**src/rtl/v_requant_relu_pkg.sv**
```systemverilog
// Shared types and constants for the vector requantise/ReLU block.
// Latency: n/a (package only).
// Backpressure: n/a (package only).
// Contents: FSM state enum, signed saturation limits as functions of output width.
package v_requant_relu_pkg;

    typedef enum logic [1:0] {
        ST_IDLE  = 2'd0,
        ST_READ  = 2'd1,
        ST_DRAIN = 2'd2,
        ST_DONE  = 2'd3
    } state_t;

    // Largest value representable in an nbits-wide two's complement word.
    function automatic int sat_max(input int nbits);
        return (2 ** (nbits - 1)) - 1;
    endfunction

    // Smallest value representable in an nbits-wide two's complement word.
    function automatic int sat_min(input int nbits);
        return -(2 ** (nbits - 1));
    endfunction

endpackage

```
**src/rtl/v_requant_lane.sv**
```systemverilog
// One element of requantisation: round-half-up, arithmetic shift right, saturate, optional ReLU.
// Latency: combinational (0 cycles).
// Backpressure: none; pure function of in_val.
// Ports: in_val (signed InBits accumulator) -> out_val (signed NBits result).
// Optional feature: define VREQ_RELU_EN to clamp negative saturated results to zero.
module v_requant_lane
    import v_requant_relu_pkg::*;
#(
    parameter int InBits = 16,
    parameter int NBits  = 8,
    parameter int Shift  = 4
) (
    input  logic signed [InBits-1:0] in_val,
    output logic signed [NBits-1:0]  out_val
);

    // Half an output LSB; the double shift yields 0 when Shift is 0 without a negative shift count.
    localparam logic [InBits:0] RndAdd = ((InBits + 1)'(1) << Shift) >> 1;
    localparam logic signed [InBits:0] MaxV = (InBits + 1)'(sat_max(NBits));
    localparam logic signed [InBits:0] MinV = (InBits + 1)'(sat_min(NBits));

    // One guard bit so that rounding the most positive input cannot wrap.
    logic signed [InBits:0] ext_val;
    logic signed [InBits:0] rnd_val;
    logic signed [InBits:0] shf_val;
    logic signed [NBits-1:0] sat_val;

    assign ext_val = {in_val[InBits-1], in_val};
    assign rnd_val = ext_val + $signed(RndAdd);
    assign shf_val = rnd_val >>> Shift;

    always_comb begin
        sat_val = shf_val[NBits-1:0];
        if (shf_val > MaxV) begin
            sat_val = MaxV[NBits-1:0];
        end else if (shf_val < MinV) begin
            sat_val = MinV[NBits-1:0];
        end
    end

`ifdef VREQ_RELU_EN
    assign out_val = sat_val[NBits-1] ? '0 : sat_val;
`else
    assign out_val = sat_val;
`endif

endmodule

```
**src/rtl/v_requant_relu.sv**
```systemverilog
// Reads a vector chunk-by-chunk from an upstream FIFO, requantises each element and writes chunks downstream.
// Latency: write strobe 2 cycles after each read strobe; vector-done pulse 6 cycles after start at defaults.
// Backpressure: none downstream; upstream paced only by in_data_ready (complete vector present).
// Ports: clk_in, rst_in (async active-low); in_data_ready/in_data from upstream, req_chunk_in read strobe;
//        write_out_data/req_chunk_out to downstream; out_vector_valid one-cycle end-of-vector pulse.
// Optional feature: VREQ_RELU_EN (see v_requant_lane).
module v_requant_relu
    import v_requant_relu_pkg::*;
#(
    parameter int InVecLength = 6,
    parameter int WorkingRegs = 2,
    parameter int InBits      = 16,
    parameter int NBits       = 8,
    parameter int Shift       = 4
) (
    input  logic                                  clk_in,
    input  logic                                  rst_in,
    input  logic                                  in_data_ready,
    input  logic [WorkingRegs-1:0][InBits-1:0]    in_data,
    output logic                                  req_chunk_in,
    output logic [WorkingRegs-1:0][NBits-1:0]     write_out_data,
    output logic                                  req_chunk_out,
    output logic                                  out_vector_valid
);

    localparam int NumChunks = InVecLength / WorkingRegs;
    localparam int CntW      = (NumChunks > 1) ? $clog2(NumChunks) : 1;
    localparam logic [CntW-1:0] LastChunk = CntW'(NumChunks - 1);

    if ((InVecLength % WorkingRegs) != 0) begin : g_bad_cfg
        $error("InVecLength must be a multiple of WorkingRegs");
    end

    state_t              state;
    state_t              state_nxt;
    logic [CntW-1:0]     chunk_cnt;
    logic                drain_cnt;
    logic                rd_vld;
    logic [WorkingRegs-1:0][NBits-1:0] lane_out;

    // ---------------- control FSM ----------------
    always_ff @(posedge clk_in or negedge rst_in) begin
        if (!rst_in) begin
            state <= ST_IDLE;
        end else begin
            state <= state_nxt;
        end
    end

    always_comb begin
        state_nxt        = state;
        req_chunk_in     = 1'b0;
        out_vector_valid = 1'b0;
        case (state)
            ST_IDLE: begin
                if (in_data_ready) state_nxt = ST_READ;
            end
            ST_READ: begin
                req_chunk_in = 1'b1;
                if (chunk_cnt == LastChunk) state_nxt = ST_DRAIN;
            end
            // Two cycles cover the read-data and result-register stages of the last chunk.
            ST_DRAIN: begin
                if (drain_cnt) state_nxt = ST_DONE;
            end
            ST_DONE: begin
                out_vector_valid = 1'b1;
                state_nxt = in_data_ready ? ST_READ : ST_IDLE;
            end
            default: state_nxt = ST_IDLE;
        endcase
    end

    always_ff @(posedge clk_in or negedge rst_in) begin
        if (!rst_in) begin
            chunk_cnt <= '0;
            drain_cnt <= 1'b0;
        end else begin
            if (state == ST_READ) begin
                chunk_cnt <= (chunk_cnt == LastChunk) ? '0 : chunk_cnt + 1'b1;
            end
            drain_cnt <= (state == ST_DRAIN) ? ~drain_cnt : 1'b0;
        end
    end

    // ---------------- datapath ----------------
    for (genvar i = 0; i < WorkingRegs; i++) begin : g_lane
        v_requant_lane #(
            .InBits (InBits),
            .NBits  (NBits),
            .Shift  (Shift)
        ) u_lane (
            .in_val  (in_data[i]),
            .out_val (lane_out[i])
        );
    end

    // rd_vld marks the cycle the upstream chunk is on in_data; the lanes are
    // combinational, so the result register sits directly behind it.
    always_ff @(posedge clk_in or negedge rst_in) begin
        if (!rst_in) begin
            rd_vld         <= 1'b0;
            req_chunk_out  <= 1'b0;
            write_out_data <= '0;
        end else begin
            rd_vld        <= req_chunk_in;
            req_chunk_out <= rd_vld;
            if (rd_vld) begin
                write_out_data <= lane_out;
            end
        end
    end

endmodule

```
**config.mk**
```make
export PLATFORM = sky130hd
export DESIGN_NAME = v_requant_relu
export DESIGN_NICKNAME = d
export VERILOG_FILES = /design/src/rtl/v_requant_relu_pkg.sv /design/src/rtl/v_requant_lane.sv /design/src/rtl/v_requant_relu.sv
export SDC_FILE = /design/constraint.sdc
export NUM_CORES = 1
export LEC_CHECK = 0
export CORE_MARGIN = 5
export CORE_UTILIZATION = 49
export DETAILED_ROUTE_END_ITERATION = 6
export GPL_TIMING_DRIVEN = 1
export HOLD_SLACK_MARGIN = 0.08
export PLACE_DENSITY = 0.87
export SYNTH_ARGS = -nofsm -noshare
export SYNTH_HDL_FRONTEND = slang
export SYNTH_SLANG_ARGS = --single-unit
```
**constraint.sdc**
```tcl
create_clock -name clk_in -period 4 [get_ports clk_in]
set_input_delay 0.4 -clock clk_in [delete_from_list [all_inputs] [get_ports clk_in]]
set_output_delay 0.4 -clock clk_in [all_outputs]
set_load 0.05 [all_outputs]
```
Word level (Yosys, flattened, before mapping) --
Cells that the tools add are included.
Word-level totals: output and inout bits 19, RAM bits 0, register bits 23, latch bits 0, bits of input ports 35, bits in read-only memories 0, memories 0
Cells by class: add/sub/neg operators 3, shifts and indexed selects 0, reductions and logical operators 2, multiplexer cells 13, magnitude comparators 4, bitwise gates (word level) 1, $mul 0, eq/ne operators 7, divide/modulo/power cells 0
Operators by type and width (count):
- adder 16 x 5 -> 17 bit, second input constant | 2
- 2-to-1 mux 8 bit | 4
- greater-than comparator 13 x 8 -> 1 bit, second input constant | 2
- < comparator 13 x 8 -> 1 bit, second input constant | 2
- 2-to-1 mux 2 bit | 4
- case mux 2 bit (4 select lines) | 1
- == test 2 bit, second input constant | 3
- 2-to-1 mux 1 bit | 4
- inequality test 2 bit, second input constant | 2
- AND reduction 3 bit | 1
- adder 2 x 1 -> 2 bit, second input constant | 1
- == test 2 x 1 -> 1 bit, second input constant | 1
- zero test 2 bit | 1
- inequality test 2 x 1 -> 1 bit, second input constant | 1
- inverter 1 bit | 1

Longest topological paths before layout --
Gate-level depths: netlist of the first run.
depth in word-level cells 4, depth in mapped cells 6, mapped depth without buffers 6

Hierarchy --
Synthesis of the first run repeated with hierarchy kept, for this count alone.
Unflattened totals: cell total of the unflattened synthesis 172, area, all modules 1774.2 um^2
By module, submodules not included:
- v_requant_relu | cells each 62, times used 1, area an instance 965.9 um^2, sequential area each 575.6 um^2
- v_requant_lane | cells each 55, times used 2, area an instance 404.1 um^2, sequential area each 0.0 um^2

Least setup slack after synthesis of the first run --
No wires, ideal clock.
path type in2reg, start point input port in_data[3] in the netlist's numbering, end point register write_out_data[0] in the netlist's numbering, data arrival time 1711 ps, setup time 148 ps, slack 2141 ps, stages 6, path through ha_1 -> and4_1 -> a2111oi_0 -> nor3_1 -> o21ai_1 -> a32oi_1
On the way: longest elaborated chain between the ends 4, elaborated cells on any way between the ends 5, those cells by class add/sub: 1; order compare: 2; mux: 2
RTL lines:
- start: declaration | RTL line v_requant_relu.sv:19 | input logic [WorkingRegs-1:0][InBits-1:0] in_data,
- adder 16 x 5 -> 17 bit * | RTL line v_requant_lane.sv:29 | assign rnd_val = ext_val + $signed(RndAdd);
- < comparator 13 x 8 -> 1 bit | RTL line v_requant_lane.sv:36 | end else if (shf_val < MinV) begin
- 2-to-1 mux 8 bit | RTL line v_requant_lane.sv:36
- 2-to-1 mux 8 bit * | RTL line v_requant_lane.sv:34 | if (shf_val > MaxV) begin
- end signal: assignment | RTL line v_requant_relu.sv:109 | write_out_data <= lane_out;
- end: declaration | RTL line v_requant_relu.sv:21 | output logic [WorkingRegs-1:0][NBits-1:0] write_out_data,
Every way passes the cells marked *; elsewhere a longest branch is shown, timed or not. A chain may end at the register's enable or synchronous reset.

Worst setup path in the final report of the first run --
start point register state[1], end point output port req_chunk_in
On the way: longest elaborated chain between the ends 2
RTL lines:
- start: declaration | RTL line v_requant_relu.sv:34 | state_t state;
- start signal: assignment | RTL line v_requant_relu.sv:46 | state <= state_nxt;
- == test 2 x 1 -> 1 bit | RTL line v_requant_relu.sv:54 | case (state)
- 2-to-1 mux 1 bit | RTL line v_requant_relu.sv:54
- end: declaration | RTL line v_requant_relu.sv:20 | output logic req_chunk_in,
Every way passes these cells.

==> results of run 1 <==
==> sequential cells by signal, indices dropped and copies added, names as in the netlist <==
name            count
req_chunk_out       1
rd_vld              1
state               2
drain_cnt           1
chunk_cnt           2
write_out_data     16
==> area by class of cell <==
type	instances	area, µm²
Clock buffer	3	22.52
Multi-Input combinational cell	140	967.2
Inverter	5	18.77
Clock inverter	1	5.005
Sequential cell	23	575.6
Fill cell	251	963.4
Tap cell	44	55.05
Timing Repair Buffer	47	470.5
==> kinds of logic (layout without fill, tap and decap cells) <==
logic type                 count (synthesis)  after routing
adders and majority gates                  7              7
and+or+nand+nor                           67             67
DFF                                       23             23
muxes                                      2              2
buffers and inverters                      9             56
AOI/OAI and AO/OA                         52             52
xor gates and xnor gates                  12             12
==> cell usage after synthesis, types with 2 or more instances <==
| cell type | instances |
|---|---|
| buf_2 | 2 |
| nor3_1 | 3 |
| o31ai_1 | 6 |
| nand2_1 | 15 |
| o32ai_1 | 2 |
| xnor2_1 | 8 |
| a32oi_1 | 7 |
| clkbuf_1 | 2 |
| o21ai_0 | 12 |
| a21oi_1 | 6 |
| ha_1 | 7 |
| xor2_1 | 4 |
| a31oi_1 | 2 |
| nand4_1 | 5 |
| and3_1 | 3 |
| and4_1 | 5 |
| o21a_1 | 3 |
| nor2_1 | 18 |
| nand3_1 | 7 |
| inv_1 | 5 |
| a211oi_1 | 2 |
| o21ai_1 | 2 |
| dfrtp_1 | 23 |
==> layer usage <==
metal	GRT usage [%]	routed length (µm)
met1	23.95	1685
met2	30.32	1833
met3	3.541	253
met4	3.046	20
met5	0	0
==> power groups by stage <==
stage | registers [µW] | clock network (µW) | logic, µW
3_3_place_gp | 437 | 0 | 871
2_1_floorplan | 710 | 0 | 319
3_5_place_dp | 439 | 0 | 890
6_report | 432 | 108 | 892
4_1_cts | 433 | 112 | 897
5_1_grt | 454 | 120 | 961
==> stage by stage <==
step | std cells | area (µm²) | util, % | power (µW) | hold slack [ps]
global placement | 259 | 2087 | 67.80 | 1308 | 401.7
finish | 263 | 2115 | 68.70 | 1433 | 443.8
floorplan | 172 | 1579 | - | 1028 | 104.4
detailed placement | 259 | 2087 | 67.80 | 1328 | 426.8
global route | 263 | 2115 | 68.70 | 1536 | 462.1
CTS | 263 | 2115 | 68.70 | 1443 | 447.0
==> worst min path at each step <==
stage / startpoint / endpoint / slack [ps] / cells past startpoint
after CTS: drain_cnt / drain_cnt / 450 / 1
after global routing: drain_cnt / drain_cnt / 460 / 1
final: drain_cnt / drain_cnt / 440 / 1
after global placement: drain_cnt / drain_cnt / 400 / 1
after floorplan: rst_in / chunk_cnt[0] / 100 / 0
after detailed placement: drain_cnt / drain_cnt / 430 / 1
==> worst register-to-register path, cell delays in order, from the launching register on <==
cell,delay (ps)
dfrtp_1,650
inv_1,340
a211o_2,410
o21ai_0,220
o31ai_1,130
==> impl_metrics.py, run 1 <==
metrics = {
    "status": {
        "run_status": "finished clean",
    },
    "critical_path": {
        "endpoint": "req_chunk_in",
        "max_stage_delay_ps": 840,
        "critical_path.top_delay_family": "buffers and inverters",
        "reg2reg_depth": 4,
        "cp-start-kind": "register",
        "cp.required_ps": 3600,
        "cp.arrival_ps": 1990,
        "crit_chain": "inv_1 > ha_1 > clkdlybuf4s50_1",
        "cp_num_buf_inv": 2,
        "crit_start": "state[1]",
        "reg2reg_from": "rd_vld",
        "worst-path-stages": 3,
        "crit_type": "reg -> out",
        "rrSetupSlack_ps": 2150,
        "crit_fanout": 6,
        "end_kind": "output port",
        "cpMaxStageDelayCell": "clkdlybuf4s50_1",
        "r2r-end": "write_out_data[13]",
    },
    "sta": {
        "setup_viol": 0,
        "slew_viol_final": 0,
        "fmax_mhz": 419.0,
        "rsz0062_at_grt": "false",
        "tns_ps": 0,
        "fin_worst_skew_ps": 3.462,
        "worst_slew_pin_slew_ps": 1004,
        "period_share_pct": 59.66,
        "hold_viol": 0,
        "final.setup.worst_slack_ps": 1614,
        "finalCriticalPeriod_ps": 2386,
        "relSlewSlack_pct": 32.89,
    },
    "placement": {
        "dp_hpwl_um": 2915,
        "pre_cts_ws_ps": 1376,
        "io_buffer_count": 47,
        "globalplace.congestion": 0.8281,
    },
    "grt": {
        "grt_usage_pct": 17.94,
        "antenna_found_initial": 0,
        "grt_max_degree": 24,
        "overflow": 0,
        "grt_pass1_wl_um": 6299,
        "grt_pass1_vias": 1446,
    },
    "drt": {
        "viasPerCell": 5.791,
        "drc": 0,
        "drt-pass1-iter-count": 4,
        "routedWlPerCell_um": 14.42,
        "drtAntennaViolNets": 0,
        "finalWirelength_um": 3792,
        "drt-initial-drc-count": 111,
        "routed-via-count": 1523,
    },
    "synth": {
        "syn-num-nets": 214,
        "synthSimpleGateAreaFrac_pct": 23.14,
        "synth-edff-count": 0,
        "synthArstFlopShare_pct": 100.0,
        "synth.area.mux_share_pct": 1.347,
        "synth-xor-area-share_pct": 6.656,
        "synthAdderAreaFrac_pct": 5.547,
        "synth_top_area_share_pct": 36.45,
        "ys_seq_area_share_pct": 36.45,
        "syn-instance-count": 172,
        "synth-main-ff-cell": "dfrtp_1",
        "synth_seq_cells": 23,
        "synth_area_leaders": "dfrtp_1 36%, ha_1 5.5%, xnor2_1 4.4%",
        "ys_warn_count": 0,
        "synth_top_family_by_area": "compound AO/OA/AOI/OAI gates",
        "synth_cell_types": 46,
        "synth_top_cell_by_area": "dfrtp_1",
        "syn_area_um2": 1579,
        "synth_compound_area_share_pct": 24.56,
        "syn_area_per_cell_um2": 9.180,
    },
    "clock_tree": {
        "clock_path_buffers": 2,
        "cts_buffers": 3,
        "insertion_delay_ps": 310,
        "path_clk_slew_ps": 130,
        "cts_hold_buf": 0,
        "cts_setup_buffers": 0,
        "cts_num_sinks": 23,
        "h-tree-depth": 1,
        "cts_tree": "built",
        "cts-root-buf": "clkbuf_4",
        "cts_resized": 0,
    },
    "cells_and_area": {
        "mostFrequentLayoutCells": "47 x clkdlybuf4s50_1, 23 x dfrtp_1, 18 x nor2_1",
        "syn_to_final_growth_pct": 33.91,
        "drive_above_1_share_pct": 6.849,
        "diodes": 0,
        "final_common_cell": "clkdlybuf4s50_1",
        "final_nets": 262,
    },
    "pwr": {
        "max-vdd-ir-drop_mv": 0.5275,
        "p_seq_share_pct": 30.2,
        "leakagePower_uw": 0.0008195,
        "switching_share_pct": 51.27,
        "p_int_uw": 698.2,
        "switching_power_uw": 734.7,
        "pwr-share-comb_pct": 62.3,
        "power_density_nw_per_um2": 677.6,
        "clockPowerShare_pct": 7.6,
    },
    "floorplanning": {
        "fp-row-count": 20,
        "die_h_um": 66.77,
        "die_area_um2": 4458,
        "core_area_um2": 3078,
        "pin_count": 54,
        "fp.dieW_um": 66.77,
        "start_util_pct": 51.30,
    },
    "min_path": {
        "hold_path_class": "reg -> reg",
    },
    "run": {
        "cap_violations": 0,
    },
}
Note: power is estimated with default switching activity, not from simulation.
==> run 2: changes to the inputs <==
CORE_UTILIZATION = 45   (was 49)
PLACE_DENSITY = 0.81   (was 0.87)
clock period = 2.2 ns   (was 4 ns; I/O delays follow)
==> run 2 against run 1 <==
Net effect: critical path depth is 1 lower; clock skew is 5.8 ps higher; critical path type unchanged; cell count is 6.5% higher; sequential share of layout area is 1.4 points lower; cell area is 5.5% higher; sequential cell count stayed put.
==> impl_metrics.py, run 2 (synthesis gave the netlist of run 1 again) <==
metrics = {
    "pwr": {
        "power_density_nw_per_um2": 1177,
        "max-vdd-ir-drop_mv": 0.7872,
        "finalPower_uw": 2627,
        "leakagePower_uw": 0.0009024,
    },
    "run": {
        "cap_violations": 0,
    },
    "floorplanning": {
        "fp.dieW_um": 69.24,
        "die_area_um2": 4793,
        "fp-row-count": 21,
        "core_area_um2": 3363,
        "start_util_pct": 46.95,
        "pin_count": 54,
        "die_h_um": 69.24,
    },
    "placement": {
        "pre_cts_ws_ps": -38.05,
        "dp_hpwl_um": 3194,
        "io_buffer_count": 47,
        "dp.cells": 276,
        "dpl_cell_area_um2": 2202,
        "globalplace.congestion": 0.8651,
    },
    "clock_tree": {
        "clock_path_buffers": 2,
        "cts_buffers": 3,
        "h-tree-depth": 1,
        "cts-root-buf": "clkbuf_4",
        "cts_num_sinks": 23,
        "cts_tree": "built",
        "insertion_delay_ps": 300,
        "path_clk_slew_ps": 120,
    },
    "grt": {
        "overflow": 0,
        "antenna_found_initial": 0,
        "grt_pass1_wl_um": 6810,
        "grt_max_degree": 24,
        "grt_usage_pct": 16.58,
        "grt_pass1_vias": 1547,
    },
    "drt": {
        "finalWirelength_um": 3904,
        "drtAntennaViolNets": 0,
        "viasPerCell": 5.504,
        "routed-via-count": 1541,
        "routedWlPerCell_um": 13.94,
        "drc": 0,
        "drt-initial-drc-count": 64,
        "drt-pass1-iter-count": 4,
    },
    "cells_and_area": {
        "drive_above_1_share_pct": 12.39,
        "final_nets": 277,
        "mostFrequentLayoutCells": "46 x clkdlybuf4s50_1, 23 x dfrtp_1, 18 x nor2_1",
        "final_common_cell": "clkdlybuf4s50_1",
        "fin_area_um2": 2231,
        "largest_register_ffs": 16,
        "diodes": 0,
        "fillers": 298,
        "final_cells": 280,
        "largest-register": "write_out_data",
        "reg_top3": "write_out_data x16, chunk_cnt x2, state x2",
        "syn_to_final_growth_pct": 41.28,
    },
    "sta": {
        "worst_slew_pin_slew_ps": 516.4,
        "final.setup.worst_slack_ps": 286.6,
        "relSlewSlack_pct": 65.46,
        "period_share_pct": 86.98,
        "fin_worst_skew_ps": 9.284,
        "finalCriticalPeriod_ps": 1913,
        "fmax_mhz": 522.6,
        "hold_viol": 0,
        "setup_viol": 0,
        "rsz0062_at_grt": "false",
        "slew_viol_final": 0,
    },
    "status": {
        "run_status": "finished clean",
    },
    "critical_path": {
        "crit_type": "reg -> out",
        "end_kind": "output port",
        "crit_fanout": 3,
        "cp.arrival_ps": 1690,
        "cp-start-kind": "register",
        "cp.required_ps": 1980,
    },
    "min_path": {
        "hold_path_class": "in -> async",
    },
}
==> run 2: layer usage <==
layer  up-vias  routed length, µm  track usage [%]
li1        780                  -                -
met1       717               1675            21.46
met2        44               1978            28.81
met3         0                251            4.203
met4         0                  0            1.518
met5         -                  0                0
==> run 2: final timing paths <==
| kind | end | cells after the start | slack, ps | startpoint |
|---|---|---|---|---|
| max in group asynchronous | write_out_data[0] | 2 | 1730 | rst_in |
| worst min register to register | drain_cnt | 1 | 420 | drain_cnt |
| worst min-delay path | state[0] | 2 | 240 | rst_in |
| min in group clk_in | drain_cnt | 1 | 420 | drain_cnt |
| worst max-delay path | out_vector_valid | 2 | 290 | state[0] |
| worst max register to register | state[0] | 6 | 530 | state[0] |
==> run 2: timing repair <==
item,in CTS,in global routing
gates resized for setup,0,1
endpoints found under the setup margin,0,1
buffers inserted,0,0
hold buffers,0,0
endpoints found under the hold margin,0,0
==> run 2: metrics by stage <==
step	setup TNS (ps)	hold WS [ps]	utilization (%)
floorplan	0	-75.59	-
global placement	0	400.9	65.48
detailed placement	-38.05	403.7	65.48
CTS	0	243.3	66.26
global route	0	251.6	66.33
finish	0	243.9	66.33
==> run 2: cell type report <==
cell class	instances	area (µm²)	share of cell area, %
inverter	5	18.77	0.8413
timing repair buffer	62	585.6	26.25
sequential	23	575.6	25.80
multi-input combinational	140	967.2	43.35
tap	46	57.56	2.580
clock buffer	4	26.28	1.178
==> run 2: worst max-delay path: stages (launching register included) <==
cell	delay, ps
dfrtp_1	410
ha_1	180
clkdlybuf4s50_1	800
==> run 2: report_power, final <==
part | switching, µW | leakage, µW | internal, µW | total [µW]
clock | 114 | 0.0000150 | 70.6 | 185
sequential | 132 | 0.000274 | 628 | 761
combinational | 1080 | 0.000613 | 602 | 1680
total | 1330 | 0.000902 | 1300 | 2630
==> RTL change, RTL diff (config.mk and constraints of run 2) <==
Encoding of `state_t`: now one-hot (4 bits for 4 states).
--- a/src/rtl/v_requant_relu_pkg.sv
+++ b/src/rtl/v_requant_relu_pkg.sv
@@ -4,11 +4,11 @@
 // Contents: FSM state enum, signed saturation limits as functions of output width.
 package v_requant_relu_pkg;
 
-    typedef enum logic [1:0] {
-        ST_IDLE  = 2'd0,
-        ST_READ  = 2'd1,
-        ST_DRAIN = 2'd2,
-        ST_DONE  = 2'd3
+    typedef enum logic [3:0] {
+        ST_IDLE  = 4'b0001,
+        ST_READ  = 4'b0010,
+        ST_DRAIN = 4'b0100,
+        ST_DONE  = 4'b1000
     } state_t;
 
     // Largest value representable in an nbits-wide two's complement word.
Check against the original RTL: no difference found for any inputs over 10 cycles, from zero or initial values and one cycle with rst_in low; not proved beyond that.
==> RTL change against run 2 <==
- setup slack lost 0.16 ns
- final area grew 7.5%
- synthesized cell count grew 7.0%
- final cell count grew 7.1%
- power shrank 2.0%
- synthesized area grew 4.8%
- routed wire length grew 10%
- count of clock-buffer cells in the layout shrank 1
- first-iteration DRC count shrank 4.7%
- sequential cell count grew 2
- largest cell class unchanged
- largest power group unchanged
- highest routed layer is now met4
==> RTL change: results (changes against run 2) <==
outcome -> finished, final reports clean
NumNets Final -> 290 (+4.7%)
Ys Warns -> 0 (unchanged)
DR top layer -> met4
# port buffers -> 47 (unchanged)
VDD IR-drop max -> 0.725 mV (-7.9%)
syn nets -> 221 (+3.3%)
P_leak -> 0.000945 uW (+4.8%)
largest cells by area after synthesis -> dfrtp_1, nor2_1, xnor2_1
CTS Buf Count -> 3 (unchanged)
H-tree levels -> 1 (unchanged)
DR WL/cell -> 14.3 um (+2.7%)
Largest regs -> write_out_data x16, state x4, chunk_cnt x2
sequential element share of the synthesized area -> 37.9% (+1.4 points)
filler instances -> 318 (+6.7%)
global-route wire length before repair -> 7340 um (+7.8%)
Slowest-stage cell, CP -> clkdlybuf4s50_1
cts repair resizes -> 0 (unchanged)
largest stage delay on the critical path -> 0.84 ns (+0.04 ns)
CTS Root Cell -> clkbuf_8
initial antenna violation count -> 0 (unchanged)
n_diodes -> 0 (unchanged)
Worst-path clk slew -> 0.09 ns (-0.03 ns)
Clock Latency Late Sink -> 0.27 ns (-0.03 ns)
Max Root-Sink Buffers -> 2 (unchanged)
RR Startpoint -> state[3]
routed vias/inst -> 5.61 (+2.0%)
Async SR Flop Fraction -> 100% (unchanged)
Final Wtd Congestion -> 0.826 (-4.5%)
metal2 WL -> 2020 um (+2.1%)
M1 wire length -> 1980 um (+18%)
metal3 WL -> 201 um (-20%)
Final HPWL DP -> 3300 um (+3.3%)
top post-synthesis cells by count -> dfrtp_1, nor2_1, nand2_1, a21oi_1, nand3_1
CP Max Fanout -> 7 (+4)
global-route usage over all layers -> 17.5% (+0.96 points)
vias in the first global route -> 1,681 (+8.7%)
1st-pass router iterations -> 4 (unchanged)
largest net degree at the start of global routing -> 26 (+8.3%)
Synth cell types -> 52 (+13%)
Clock Skew -> 0.00576 ns (-0.00353 ns)
1st-iter DRT viols -> 61 (-4.7%)
Worst Max-Slew Pin Slew -> 0.534 ns (+0.0173 ns)
min-delay worst type -> in -> async
Crit. Startpoint -> state[1]
ratio of cells with drive above 1 in the final layout -> 15.5% (+3.1 points)
## RTL change: changes by cell type in the layout (fill, tap and decap cells not counted), moves of 3 or more
cell,run 2,this run
buf_4,15,25
o21ai_0,12,4
o22ai_1,0,6
a21oi_1,6,11
a32oi_1,7,2
ha_1,7,2
mux2i_1,1,5
clkbuf_4,3,0
clkbuf_8,0,3
nor2_1,18,21
o21a_1,3,0
o31ai_1,6,3
o32ai_1,2,5
## RTL change: final cells by class
cell class	count	area share (%)
multi-input combinational	147	41.5
inverter	5	0.782
timing repair buffer	71	27.0
tap	48	2.50
clock inverter	1	0.313
sequential	25	26.1
clock buffer	3	1.72
## RTL change: metrics by stage
step	instances	hold WS [ns]	setup TNS (ns)	cell area [um^2]	worst slack, ns
2_1_floorplan	184	-0.0756	0	1670	0.343
3_3_place_gp	296	0.471	-0.215	2350	-0.0483
3_5_place_dp	296	0.476	-0.364	2350	-0.0729
4_1_cts	300	0.321	0	2400	0.116
5_1_grt	300	0.357	0	2400	0.0392
6_report	300	0.305	0	2400	0.127
## RTL change: logic make-up after synthesis
| group | synth area share [%] |
|---|---|
| mux | 3.71 |
| fa+ha+maj | 1.51 |
| buf+inv | 2.80 |
| flops | 37.9 |
| compound gates | 19.0 |
| xor+xnor | 6.88 |
| simple gates | 28.2 |
## RTL change: worst paths after layout
path	to	slack [ns]	cells after the start
max	out_vector_valid	0.13	2
min	write_out_data[8]	0.31	2
max reg2reg	chunk_cnt[0]	0.76	3
min reg2reg	write_out_data[15]	0.50	2
max in group asynchronous	state[0]	1.59	2
min in group clk_in	write_out_data[15]	0.50	2
## RTL change: critical path, delay by kind of cell, from the launching register on
| kind | cells | cell delay (ns) |
|---|---|---|
| simple gates | 1 | 0.28 |
| buf+inv | 1 | 0.84 |
| flops | 1 | 0.47 |
## RTL change: routing by layer
layer | GRT usage (%) | up-vias
met3 | 4.12 | 10
met2 | 28.9 | 48
li1 | - | 831
met5 | 0 | -
met1 | 22.4 | 795
met4 | 6.68 | 0
## RTL change: power by group
| part | leakage, uW | internal, uW | total (uW) | switching (uW) |
|---|---|---|---|---|
| Sequential | 0.000305 | 664 | 814 | 150 |
| Combinational | 0.000618 | 558 | 1480 | 923 |
| Clock | 0.0000217 | 128 | 279 | 151 |
